`src/rtl/huff_pkg.sv`:
```
// rtl/huff_pkg.sv - shared types and node-record layout helpers for the Huffman codeword builder
package huff_pkg;

    typedef enum logic [1:0] {
        ST_IDLE  = 2'd0,
        ST_RUN   = 2'd1,
        ST_FLUSH = 2'd2,
        ST_DONE  = 2'd3
    } huff_state_t;

    // Node record layout, LSB first: id, parent, bit, level.
    function automatic int node_par_lsb(input int id_w);
        return id_w;
    endfunction

    function automatic int node_bit_pos(input int id_w);
        return 2 * id_w;
    endfunction

    function automatic int node_lvl_lsb(input int id_w);
        return 2 * id_w + 1;
    endfunction

    function automatic int node_width(input int id_w, input int lvl_w);
        return lvl_w + 1 + 2 * id_w;
    endfunction

    function automatic int huff_len(input int prefix_w, input int level);
        return prefix_w - level + 1;
    endfunction

endpackage

```
`src/rtl/huff_code_form.sv`:
```
// rtl/huff_code_form.sv - combinational codeword former: {prefix, level, bit} -> {word, len, level error}
module huff_code_form
    import huff_pkg::*;
#(
    parameter int PREFIX_W = 7,
    parameter int LVL_W    = 4,
    parameter int CODE_W   = PREFIX_W + 1,
    parameter int LEN_W    = $clog2(CODE_W + 1)
) (
    input  logic [PREFIX_W-1:0] i_prefix,
    input  logic [LVL_W-1:0]    i_level,
    input  logic                i_bit,
    output logic [CODE_W-1:0]   o_code_word,
    output logic [LEN_W-1:0]    o_code_len,
    output logic                o_lvl_err
);

    logic [PREFIX_W-1:0] w_upper;

    // Shifting right by the level leaves prefix[PREFIX_W-1:L] right-aligned with zeros above.
    always_comb begin
        w_upper     = i_prefix >> i_level;
        o_lvl_err   = (32'(i_level) > 32'(PREFIX_W));
        o_code_word = {w_upper, i_bit};
        o_code_len  = o_lvl_err ? '0 : LEN_W'(huff_len(PREFIX_W, 32'(i_level)));
    end

endmodule

```
`src/rtl/huff_code_assign.sv`:
```
// rtl/huff_code_assign.sv - Huffman codeword builder: node-record stream in, {id, word, len} stream out
module huff_code_assign
    import huff_pkg::*;
#(
    parameter int N_NODES  = 7,
    parameter int ID_W     = 4,
    parameter int LVL_W    = 4,
    parameter int PREFIX_W = 7,
    parameter int CODE_W   = PREFIX_W + 1,
    parameter int LEN_W    = $clog2(CODE_W + 1),
    parameter int CNT_W    = $clog2(N_NODES + 1),
    parameter int NODE_W   = LVL_W + 1 + 2 * ID_W
) (
    input  logic                i_clk,
    input  logic                i_rst,
    input  logic                i_start,
    input  logic [PREFIX_W-1:0] i_prefix,
    output logic                o_busy,
    output logic                o_done,
    input  logic                i_node_valid,
    output logic                o_node_ready,
    input  logic [NODE_W-1:0]   i_node_data,
    output logic                o_code_valid,
    input  logic                i_code_ready,
    output logic [ID_W-1:0]     o_code_id,
    output logic [CODE_W-1:0]   o_code_word,
    output logic [LEN_W-1:0]    o_code_len,
    output logic [CNT_W-1:0]    o_emit_cnt,
    output logic                o_err
);

    localparam int PAR_LSB = node_par_lsb(ID_W);
    localparam int BIT_POS = node_bit_pos(ID_W);
    localparam int LVL_LSB = node_lvl_lsb(ID_W);

    huff_state_t         r_state, w_state_nxt;
    logic [PREFIX_W-1:0] r_prefix;
    logic [CNT_W-1:0]    r_acc_cnt;
    logic [CNT_W-1:0]    r_emit_cnt;
    logic                r_err;
    logic                r_s1_valid;
    logic [NODE_W-1:0]   r_s1_data;
    logic                r_code_valid;
    logic [ID_W-1:0]     r_code_id;
    logic [CODE_W-1:0]   r_code_word;
    logic [LEN_W-1:0]    r_code_len;

    logic                w_s1_adv;
    logic                w_node_ready;
    logic                w_node_acc;
    logic                w_emit;
    logic                w_lvl_err;
    logic [CODE_W-1:0]   w_word;
    logic [LEN_W-1:0]    w_len;
    logic [ID_W-1:0]     w_id;
    logic [ID_W-1:0]     w_par;

    assign w_id  = r_s1_data[ID_W-1:0];
    assign w_par = r_s1_data[PAR_LSB +: ID_W];

    huff_code_form #(
        .PREFIX_W (PREFIX_W),
        .LVL_W    (LVL_W),
        .CODE_W   (CODE_W),
        .LEN_W    (LEN_W)
    ) u_form (
        .i_prefix    (r_prefix),
        .i_level     (r_s1_data[LVL_LSB +: LVL_W]),
        .i_bit       (r_s1_data[BIT_POS]),
        .o_code_word (w_word),
        .o_code_len  (w_len),
        .o_lvl_err   (w_lvl_err)
    );

    always_comb begin
        w_state_nxt  = r_state;
        w_s1_adv     = r_s1_valid && (!r_code_valid || i_code_ready);
        w_node_ready = (r_state == ST_RUN) && (!r_s1_valid || w_s1_adv);
        w_node_acc   = w_node_ready && i_node_valid;
        w_emit       = (w_id != w_par) && !w_lvl_err;
        case (r_state)
            ST_IDLE:  if (i_start) w_state_nxt = ST_RUN;
            ST_RUN:   if (w_node_acc && (r_acc_cnt == CNT_W'(N_NODES - 1))) w_state_nxt = ST_FLUSH;
            ST_FLUSH: if (!r_s1_valid && !r_code_valid) w_state_nxt = ST_DONE;
            ST_DONE:  w_state_nxt = ST_IDLE;
            default:  w_state_nxt = ST_IDLE;
        endcase
    end

    always_ff @(posedge i_clk) begin
        if (i_rst) begin
            r_state      <= ST_IDLE;
            r_prefix     <= '0;
            r_acc_cnt    <= '0;
            r_emit_cnt   <= '0;
            r_err        <= 1'b0;
            r_s1_valid   <= 1'b0;
            r_s1_data    <= '0;
            r_code_valid <= 1'b0;
            r_code_id    <= '0;
            r_code_word  <= '0;
            r_code_len   <= '0;
        end else begin
            r_state <= w_state_nxt;
            if ((r_state == ST_IDLE) && i_start) begin
                r_prefix   <= i_prefix;
                r_err      <= 1'b0;
                r_emit_cnt <= '0;
                r_acc_cnt  <= '0;
            end else begin
                if (w_node_acc) r_acc_cnt <= r_acc_cnt + CNT_W'(1);
                if (w_s1_adv && w_lvl_err) r_err <= 1'b1;
                if (r_code_valid && i_code_ready) r_emit_cnt <= r_emit_cnt + CNT_W'(1);
            end
            // Stage 1 refills on the same edge it drains, keeping one record per cycle.
            if (w_node_acc) begin
                r_s1_valid <= 1'b1;
                r_s1_data  <= i_node_data;
            end else if (w_s1_adv) begin
                r_s1_valid <= 1'b0;
            end
            if (w_s1_adv && w_emit) begin
                r_code_valid <= 1'b1;
                r_code_id    <= w_id;
                r_code_word  <= w_word;
                r_code_len   <= w_len;
            end else if (i_code_ready) begin
                r_code_valid <= 1'b0;
            end
        end
    end

    assign o_busy       = (r_state == ST_RUN) || (r_state == ST_FLUSH);
    assign o_done       = (r_state == ST_DONE);
    assign o_node_ready = w_node_ready;
    assign o_code_valid = r_code_valid;
    assign o_code_id    = r_code_id;
    assign o_code_word  = r_code_word;
    assign o_code_len   = r_code_len;
    assign o_emit_cnt   = r_emit_cnt;
    assign o_err        = r_err;

endmodule
```
`config.mk`:
```
export PLATFORM = sky130hd
export DESIGN_NAME = huff_code_assign
export DESIGN_NICKNAME = d
export VERILOG_FILES = /design/src/rtl/huff_pkg.sv /design/src/rtl/huff_code_form.sv /design/src/rtl/huff_code_assign.sv
export SDC_FILE = /design/constraint.sdc
export NUM_CORES = 1
export LEC_CHECK = 0
export CAP_MARGIN = 5
export CORE_ASPECT_RATIO = 0.5
export CORE_UTILIZATION = 35
export DETAILED_ROUTE_END_ITERATION = 8
export GPL_ROUTABILITY_DRIVEN = 0
export GPL_TIMING_DRIVEN = 0
export SKIP_LAST_GASP = 1
export SYNTH_ARGS = -nofsm -noshare
export SYNTH_HDL_FRONTEND = slang
export SYNTH_SLANG_ARGS = --single-unit
```
`constraint.sdc`:
```
create_clock -name i_clk -period 3.1 [get_ports i_clk]
set_input_delay 0.775 -clock i_clk [delete_from_list [all_inputs] [get_ports i_clk]]
set_output_delay 0.775 -clock i_clk [all_outputs]
set_load 0.02 [all_outputs]
```
==> Word-level counts from Yosys, hierarchy flattened <==
Cells that the tools add are included.
{ "totals": {"inputBits": 25, "output_inout_bits": 24, "elab_cells": 55, "regBits": 47} }
{ "classes": {"magnitude_cmp": 1, "n_eq_ne": 8, "reduce_logical": 21, "n_shift": 1, "mux": 9, "addsub": 4} }
{ "ops": {"columns": ["operator", "count"], "rows": [
  ["logical AND 1 bit", 10],
  ["case mux 2 bit (4 select lines)", 1],
  ["right shift 7 x 4 -> 7 bit", 1],
  ["adder 3 x 1 -> 3 bit (second input constant)", 2],
  ["2-to-1 mux 2 bit", 3],
  ["adder 4 x 2 -> 4 bit (second input constant)", 1],
  ["equality test 2 bit (second input constant)", 2],
  ["greater-than comparator 4 x 3 -> 1 bit (second input constant)", 1],
  ["2-to-1 mux 1 bit", 4],
  ["2-to-1 mux 4 bit", 1],
  ["!= test 2 bit (second input constant)", 2],
  ["!= test 4 bit", 1],
  ["nonzero test 2 bit", 2],
  ["subtractor 3 x 4 -> 4 bit (first input constant)", 1],
  ["equality test 3 bit (second input constant)", 1],
  ["logical NOT 1 bit", 3],
  ["logical OR 1 bit", 3],
  ["AND reduction 3 bit", 1],
  ["equality test 2 x 1 -> 1 bit (second input constant)", 1],
  ["logical NOT 2 bit", 1],
  ["!= test 2 x 1 -> 1 bit (second input constant)", 1],
  ["OR reduction 2 bit", 1]
]} }

==> Logic depth before layout (Yosys ltp) <==
{ "logic_depth": {"word_depth": 9, "ltp_mapped": 7} }

==> Hierarchy <==
From an unflattened synthesis, not the netlist that was laid out.
{ "hier_totals": {"cells_unflattened": 263, "hier_area_um2": 2212.1} }
{ "by_module_without_submodules": {"columns": ["module", "seq_area_each_um2", "n_inst", "area_each_um2", "cells_each"], "rows": [
  ["huff_code_assign", 940.9, 1, 1923.1, 222],
  ["huff_code_form", 0.0, 1, 289.0, 41]
]} }

==> Least setup slack after synthesis <==
OpenSTA, ideal clock, no wires.
{ "synth_path": {"path_type": "input-to-output", "from": "input i_code_ready", "to": "output o_node_ready", "arrival_time_ps": 1175, "path_buffers": 0, "setup_slack_ps": 1150, "stages": 2, "path_cell_list": "nor2b_4 -> a21oi_1"} }
{ "synth_between": {"elab_chain_cells": 4} }
{ "synth_lines": {"columns": ["element", "line_no", "rtl"], "rows": [
  ["start: declaration", "huff_code_assign.sv:24", "input logic i_code_ready,"],
  ["logical OR 1 bit", "huff_code_assign.sv:77", "w_s1_adv = r_s1_valid && (!r_code_valid || i_code_ready);"],
  ["logical AND 1 bit", "huff_code_assign.sv:77", null],
  ["logical OR 1 bit", "huff_code_assign.sv:78", "w_node_ready = (r_state == ST_RUN) && (!r_s1_valid || w_s1_adv);"],
  ["logical AND 1 bit", "huff_code_assign.sv:78", null],
  ["end: declaration", "huff_code_assign.sv:21", "output logic o_node_ready,"]
]} }
No other way between the ends.

==> Worst setup path after layout <==
Same ends and word-level chain as after synthesis.

==> results.md <==
- Hold Vio Cnt, Final: 0
- Leading area contributor after synthesis: dfxtp_1
- Synth Area per Inst: 8.72 µm²
- Num CTS Buffers: 5
- Kind of critical path: primary input to primary output
- Synth Area in Simple Gates: 20.0%
- Diode count: 0
- CTS tree: yes
- Largest family of logic cells by synthesized area: simple AND/OR/NAND/NOR gates
- Max Cap Viol: 0
- Area growth syn-to-layout: 34.0%
- Post-Layout Cell Count: 388
- Placed cell area: 0.00275 mm²
- Fmax: 375 MHz
- Crit-path cells: dlymetal6s2s_1 > nor2b_4 > a21oi_1 > clkdlybuf4s50_1
- # setup viols final: 0
- PwrDens: 697 mW/mm²
- Rel. slew slack: 60.9%
- Clock slew at reported path FFs: 60 ps
- Final Max Slew Viols: 0
- # port buffers: 46
- Via count: 1947
- First-pass GRT wire length: 8870 µm
- Multi-input combinational cell area: 0.00110 mm²
- Sequential cell area fraction in the yosys report: 43.1%
- Vias per cell: 5.02
- Min Clock Period, post-route: 2670 ps
- Synth Area in Compound Gates: 18.5%
- Leak Pwr: 1.08 nW
- Post-Synth Adder-Cell Area: 4.59%
- Rows: 19
- Max H-tree Level: 2
- Finished Cell Area: 0.00292 mm²
- Top Ports: 49
- Mapped Area: 0.00218 mm²
- CP endpoint kind: primary output
- Post-synth top flop: dfxtp_1
- Die H: 57.8 µm
- Max IR drop VDD: 0.296 mV
- Insertion delay to the later sink of the worst-skew pair: 290 ps
- Full die area: 0.00657 mm²
- Slowest stage delay, CP: 620 ps
- Pre-Repair DR Iteration Count: 4
- Layout cell share with drive strength beyond 1: 9.21%
- Placeable Area: 0.00573 mm²
- Initial core utilization: 38.1%
- Largest net degree at the start of global routing: 15
- DRT iter0 DRCs: 100
- GRT overflow: 0
- Worst clock skew: 6.16 ps
- Synth area leaders: dfxtp_1 43%, a21oi_1 8.0%, nand2_1 7.1%
- YS warnings: 0
- Top cells by count, synth: 47 x dfxtp_1, 41 x nand2_1, 35 x a21oi_1, 21 x nand3_1, 14 x o21ai_0
- Count leader, synth: dfxtp_1
- Nets: 336
- FF+latch count, synth: 47
- Syn Nets: 283
- Total global-route track usage: 17.5%
- EDFF count, synth: 0
- Post-route DRC: 0
- Initial antenna violation count: 0
- Fillers: 551
- Unrepaired setup endpoints after global routing: false
- XOR/XNOR Fraction of Synth Area: 3.61%
- Drt wl/cell: 13.4 µm
- Period utilization: 86.0%
- Crit path max fanout: 6
- Post-synthesis mux area share: 3.96%
- Critical path's slowest cell: clkdlybuf4s50_1
- Final setup TNS: 0 ps
- Dpl hpwl: 3950 µm
- Worst Path Arrival: 1890 ps
- Fraction of registers with async set/reset: 0%
- Vias in the first global route: 1944
- FF+latch area: 941 µm²
- CTS max path bufs: 2
- HP Class: flip-flop to flip-flop
- Synth cell types: 45
- Root buffer cell: clkbuf_16
- Final ANT Viol Nets: 0
- Final wirelength: 5210 µm
- Post-synth top area share: 43.1%
- Sink Count: 47
- Postcts setup bufs: 0
- Dpl cells: 380
- Worst Max-Slew Pin Slew: 587 ps
- Crit path launch type: primary input
- Post-synthesis cell count: 250
- Critical Path RT: 2320 ps
- Overall die width: 114 µm
- Status: finished, final reports clean
-- registers in the layout, indices dropped and copies added, names as in the netlist --
name and cells:
o_code_word 8, r_s1_data 13, r_state 2, o_code_len 4
r_prefix 7, o_code_valid 1, o_emit_cnt 3, r_s1_valid 1
r_acc_cnt 3, o_code_id 4, o_err 1
-- report_power, final --
part / total [W] / internal (W) / switching [W]
sequential: 0.000730 / 0.000670 / 0.0000597
clock: 0.000627 / 0.000401 / 0.000226
combinational: 0.000679 / 0.000273 / 0.000405
total: 0.00204 / 0.00134 / 0.000691
-- worst max-delay path: cells and delay by family --
family	cells	cell delay, ps
buf+inv	2	860
compound gates	1	170
simple gates	1	90
-- placed cells by master, fill, tap and decap left out, types with 6 or more instances in the layout --
cell             count
dfxtp_1             47
o21ai_0             14
a21oi_1             35
buf_2                6
xnor2_1              6
nor2_1               7
clkdlybuf4s50_1     45
ha_1                 8
nand2_1             41
nand3_1             21
inv_1                9
-- worst paths after layout --
check / startpoint / cells past startpoint / slack (ps) / to
max: i_code_ready / 4 / 430 / o_node_ready
min reg2reg: r_s1_data[8] / 2 / 460 / r_s1_data[8]
max reg2reg: r_state[0] / 6 / 1470 / r_acc_cnt[1]
min: r_s1_data[8] / 2 / 460 / r_s1_data[8]
-- metal layers --
layer / track usage (%) / wire (µm) / vias to the layer above
li1: - / - / 977
met1: 23.3 / 2550 / 930
met2: 28.0 / 2360 / 35
met3: 4.18 / 233 / 5
met4: 6.20 / 60 / 0
met5: 0 / 0 / -
-- cell families (layout without fill, tap and decap cells) --
group / after synthesis / in the layout
flip-flops: 47 / 47
buffers and inverters: 25 / 79
XOR/XNOR: 9 / 9
AND/OR/NAND/NOR: 87 / 87
multiplexers: 6 / 6
adder cells (fa/ha/maj): 8 / 8
AO/OA/AOI/OAI: 68 / 68
-- through the flow --
step / setup slack (ps) / hold WS (ps) / util, % / power (W)
detailed placement: 24.0 / 450 / 47.9 / 0.00142
CTS: 29.4 / 458 / 51.0 / 0.00205
finish: 435 / 458 / 51.0 / 0.00204
global route: 337 / 493 / 51.0 / 0.00217
global placement: 59.9 / 444 / 47.9 / 0.00140
floorplan: 1150 / 433 / - / 0.00120
-- area by class of cell --
type | instances | area share, %
repair buffers | 46 | 15.8
multi-input cells | 178 | 37.8
inverters | 9 | 1.16
plain buffers | 16 | 3.47
well taps | 84 | 3.60
flip-flops and latches | 47 | 32.2
clock inverters | 2 | 1.20
clock buffers | 6 | 4.75
-- timing repair --
item                       in CTS  in global routing
setup endpoints to repair       0                  1
hold buffers                    0                  0
gates resized for setup         0                  1
Power figures use the tool's default switching activity.
